File: src/rtl/cp0_unit.sv
// Coprocessor-0: SR/Cause/EPC/PrID storage, mfc0/mtc0 access and
// interrupt/exception request generation for the fetch stage.
module cp0_unit #(
    parameter logic [31:0] PRID_VAL = 32'h1817_0001
) (
    input  logic        clk,
    input  logic        reset,
    input  logic [4:0]  A1,
    input  logic [4:0]  A2,
    input  logic [31:0] DIn,
    input  logic        We,
    input  logic [31:0] PC_M,
    input  logic        BD_M,
    input  logic [4:0]  ExcCode_M,
    input  logic [5:0]  HWInt,
    input  logic        EXLClr,
    output logic        IntReq,
    output logic [31:0] EPC,
    output logic [31:0] DOut
);

    logic [5:0]  im;
    logic [5:0]  ip;
    logic        exl;
    logic        ie;
    logic        bd;
    logic [4:0]  exc_code;
    logic [31:0] epc_q;

    logic        int_pend;
    logic        exc_pend;
    logic        sr_we;
    logic        epc_we;
    logic [31:0] pc_al;
    logic [31:0] victim_pc;
    logic        unused_pc_lsbs;

    assign int_pend  = (|(HWInt & im)) & ie & ~exl;
    assign exc_pend  = (ExcCode_M != 5'd0) & ~exl;
    // Gated by reset so the fetch stage never redirects while the core is held.
    assign IntReq    = reset & (int_pend | exc_pend);

    // The mtc0 in M is the victim when a request fires, so it must not commit.
    assign sr_we     = We & (A2 == 5'd12) & ~IntReq;
    assign epc_we    = We & (A2 == 5'd14) & ~IntReq;

    assign pc_al          = {PC_M[31:2], 2'b00};
    assign victim_pc      = BD_M ? (pc_al - 32'd4) : pc_al;
    assign unused_pc_lsbs = ^PC_M[1:0];

    always_ff @(posedge clk or negedge reset) begin
        if (!reset) begin
            im       <= '0;
            ip       <= '0;
            exl      <= 1'b0;
            ie       <= 1'b0;
            bd       <= 1'b0;
            exc_code <= '0;
            epc_q    <= '0;
        end else begin
            ip <= HWInt;
            if (IntReq) begin
                exl      <= 1'b1;
                bd       <= BD_M;
                exc_code <= int_pend ? 5'd0 : ExcCode_M;
                epc_q    <= victim_pc;
            end else begin
                if (EXLClr) begin
                    exl <= 1'b0;
                end else if (sr_we) begin
                    exl <= DIn[1];
                end
                if (sr_we) begin
                    im <= DIn[15:10];
                    ie <= DIn[0];
                end
                if (epc_we) begin
                    epc_q <= {DIn[31:2], 2'b00};
                end
            end
        end
    end

    always_comb begin
        DOut = '0;
        case (A1)
            5'd12:   DOut = {16'h0000, im, 8'h00, exl, ie};
            5'd13:   DOut = {bd, 15'h0000, ip, 3'b000, exc_code, 2'b00};
            5'd14:   DOut = epc_q;
            5'd15:   DOut = PRID_VAL;
            default: DOut = '0;
        endcase
    end

    assign EPC = epc_q;

endmodule
File: config.mk
export PLATFORM = sky130hd
export DESIGN_NAME = cp0_unit
export DESIGN_NICKNAME = d
export VERILOG_FILES = /design/src/rtl/cp0_unit.sv
export SDC_FILE = /design/constraint.sdc
export NUM_CORES = 1
export LEC_CHECK = 0
export CORE_ASPECT_RATIO = 1.75
export CORE_MARGIN = 1
export CORE_UTILIZATION = 43
export CTS_CLUSTER_DIAMETER = 30
export DETAILED_ROUTE_END_ITERATION = 10
export GPL_TIMING_DRIVEN = 0
export PLACE_DENSITY = 0.9
export SYNTH_ARGS = -nofsm -noshare
export SYNTH_HDL_FRONTEND = slang
export SYNTH_SLANG_ARGS = --single-unit
File: constraint.sdc
create_clock -name clk -period 5.3 [get_ports clk]
set_clock_uncertainty 0.2 [all_clocks]
set_input_delay 1.59 -clock clk [delete_from_list [all_inputs] [get_ports clk]]
set_output_delay 1.59 -clock clk [all_outputs]
set_load 0.03 [all_outputs]
==> results.toml <==
[global_route]
grt_pass1_wl_mm = 19.2
grt_pass1_vias = 3751
grt.overflow.total = 0
gr-usage-all-layers_pct = 29.2
grt_max_degree = 38
grt_antenna_before_repair = 0

[layout]
final_cells = 624
drive_above_1_share_pct = 9.93
diodes = 0
nets = 624
area_growth_pct = 52.4

[timing]
period_minus_slack_ps = 5260
tns_ps = 0
fmax_mhz = 190
fin_crit_sh_pct = 99.3
setup_ws_ps = 35.9
setup_viol = 0
tightestPinTransition_ps = 928
slew_headroom_pct = 37.3
finalHoldViolCount = 0
slew_violations = 0

[clock_tree]
insertion_delay_ps = 290
cts_sinks = 50
cts_buffers = 5
cts_max_level = 2
clk_pin_slew_ps = 60
clockRootBuffer = "clkbuf_16"
cts_tree = "done"
clockBufferDepth = 2

[placement]
placedCellCount = 616
dpl.hpwl_mm = 9.60
dp_slack_ps = -1190
io_buffers = 147
place_congestion = 0.945

[setup_path]
cp_top_family = "buffers and inverters"
crit_fanout = 10
path_class = "input port to output pin"
cp.required_ps = 3510
critPathArrivalTime_ps = 3470
crit_buf_inv = 3
start_kind = "input port"
slowest_delay_ps = 550
endpoint_kind = "output pin"
crit_slowest_cell = "clkdlybuf4s50_1"
worstPathCellList = "clkdlybuf4s50_1 > nor2b_4 > nor2b_2 > clkbuf_4 > and2_1 > dlygate4sd2_1"

[logic_synthesis]
seq_area_frac_synth_pct = 35.9
yosys_register_bits = 50
synthFlopType = "dfrtp_1"
synth_enable_flop_cells = 0
synth_async_sr_flop_share_pct = 100
yosys_warnings = 0
synth_cell_types = 52
syn_area_um2 = 3480
syn_avg_cell_area_um2 = 9.24
syn_inst = 377

[routing]
drt-total-wl_mm = 12.6
drc = 2
vias_per_cell = 6.21
drt_pass1_iterations = 11
vias = 3878
drtIter0Drc = 424
wl_per_cell_um = 20.2
ant_nets = 0

[power]
power_mw = 1.53
p_per_area_nw_per_um2 = 289
peakVddDrop_mv = 0.210
total_leakage_power_nw = 2.31

[min_path]
holdCritPathClass = "flip-flop to flip-flop"

[outcome]
status = "finished with violations"
violations = "DRC"

[floorplanning]
die_x_um = 70.1
die_h_um = 121
placementRows = 43
coreArea_um2 = 7910
io_pins = 155
die-area_um2 = 8480
start_util_pct = 44.1

[run]
maxCapViolCount = 0
cell usage after synthesis, types with 7 or more instances:
library cell  instances  share of area [%]
o31ai_1               9                1.9
xor2_1                7                1.8
nand3_1               7                1.0
a31oi_1              15                2.7
or4_1                12                2.6
clkbuf_1             18                1.9
and4_1               14                3.5
nor2_1               38                4.1
o31a_1               15                3.8
buf_2                 8                1.1
a21oi_1               7                1.0
and2_1               12                2.2
dfrtp_1              50                 36
inv_1                 8               0.86
mux2_2                8                2.6
o21ai_0              10                1.4
or3_1                12                2.2
mux2i_1              37                 11
nor4_1               20                3.6
metal layers:
metal | up-vias | routed length [um] | global-route usage, %
li1 | 1750 | - | -
met1 | 1827 | 4280 | 31.0
met2 | 241 | 6760 | 53.8
met3 | 60 | 807 | 3.99
met4 | 0 | 755 | 17.0
met5 | - | 0 | 0
final cells by class:
cell class,count,area [um2]
buffer,26,153
clock buffer,6,129
clock inverter,2,37.5
fill,609,2600
inverter,9,33.8
multi-input combinational,290,2090
sequential,50,1250
tap,90,113
timing repair buffer,151,1500
flip-flops by register name, indices dropped and copies added, names as in the netlist:
register  count
exc_code      5
im            6
EPC          30
ie            1
exl           1
bd            1
ip            6
cell families after synthesis:
family | Yosys count | share of synthesized area [%]
AND/OR/NAND/NOR | 155 | 27.3
AO/OA/AOI/OAI | 74 | 15.0
flip-flops | 50 | 35.9
multiplexers | 45 | 13.2
buffers and inverters | 38 | 4.81
XOR/XNOR | 13 | 3.27
adder cells (fa/ha/maj) | 1 | 0.359
other | 1 | 0.108
per-stage QoR:
| step | util (%) | hold WS (ps) | instance area (um2) |
|---|---|---|---|
| floorplan | - | 281 | 3490 |
| global placement | 64.1 | 311 | 5070 |
| detailed placement | 64.3 | 312 | 5090 |
| CTS | 66.6 | 329 | 5270 |
| global route | 67.1 | 354 | 5310 |
| finish | 67.1 | 338 | 5310 |
repair_timing:
action | in CTS | in global routing
hold buffers | 0 | 0
resized for setup | 48 | 21
pin swaps | 0 | 0
hold endpoints to repair | 0 | 0
setup endpoints to repair | 32 | 20
setup buffers | 0 | 3
worst paths after layout:
path                       startpoint      end  slack, ps  cells past startpoint
min reg2reg                        bd       bd        340                      1
max reg2reg                     im[5]    im[2]       2910                      4
min                                bd       bd        340                      1
max in group asynchronous       reset  EPC[19]       3480                      2
min in group asynchronous       reset    ip[3]        960                      1
max                             A1[0]  DOut[9]         40                      6
placed cells by master, fill, tap and decap left out, types with 7 or more instances in the layout:
| cell type | instances |
|---|---|
| xor2_1 | 7 |
| dfrtp_1 | 50 |
| and2_1 | 12 |
| nor2_1 | 38 |
| nor4_1 | 20 |
| a21oi_1 | 7 |
| o21ai_0 | 10 |
| inv_1 | 8 |
| nand3_1 | 7 |
| o31a_1 | 15 |
| o31ai_1 | 9 |
| mux2i_1 | 37 |
| a31oi_1 | 15 |
| dlymetal6s2s_1 | 8 |
| clkdlybuf4s50_1 | 117 |
| mux2_2 | 8 |
| and4_1 | 14 |
| or4_1 | 12 |
| clkbuf_1 | 13 |
| or3_1 | 12 |
| dlygate4sd2_1 | 11 |
power by group:
group / switching (mW) / total, mW / internal (mW)
Combinational: 0.330 / 0.614 / 0.284
Clock: 0.145 / 0.368 / 0.223
Sequential: 0.0839 / 0.550 / 0.466
No activity file was read; power rests on OpenSTA's default activity.
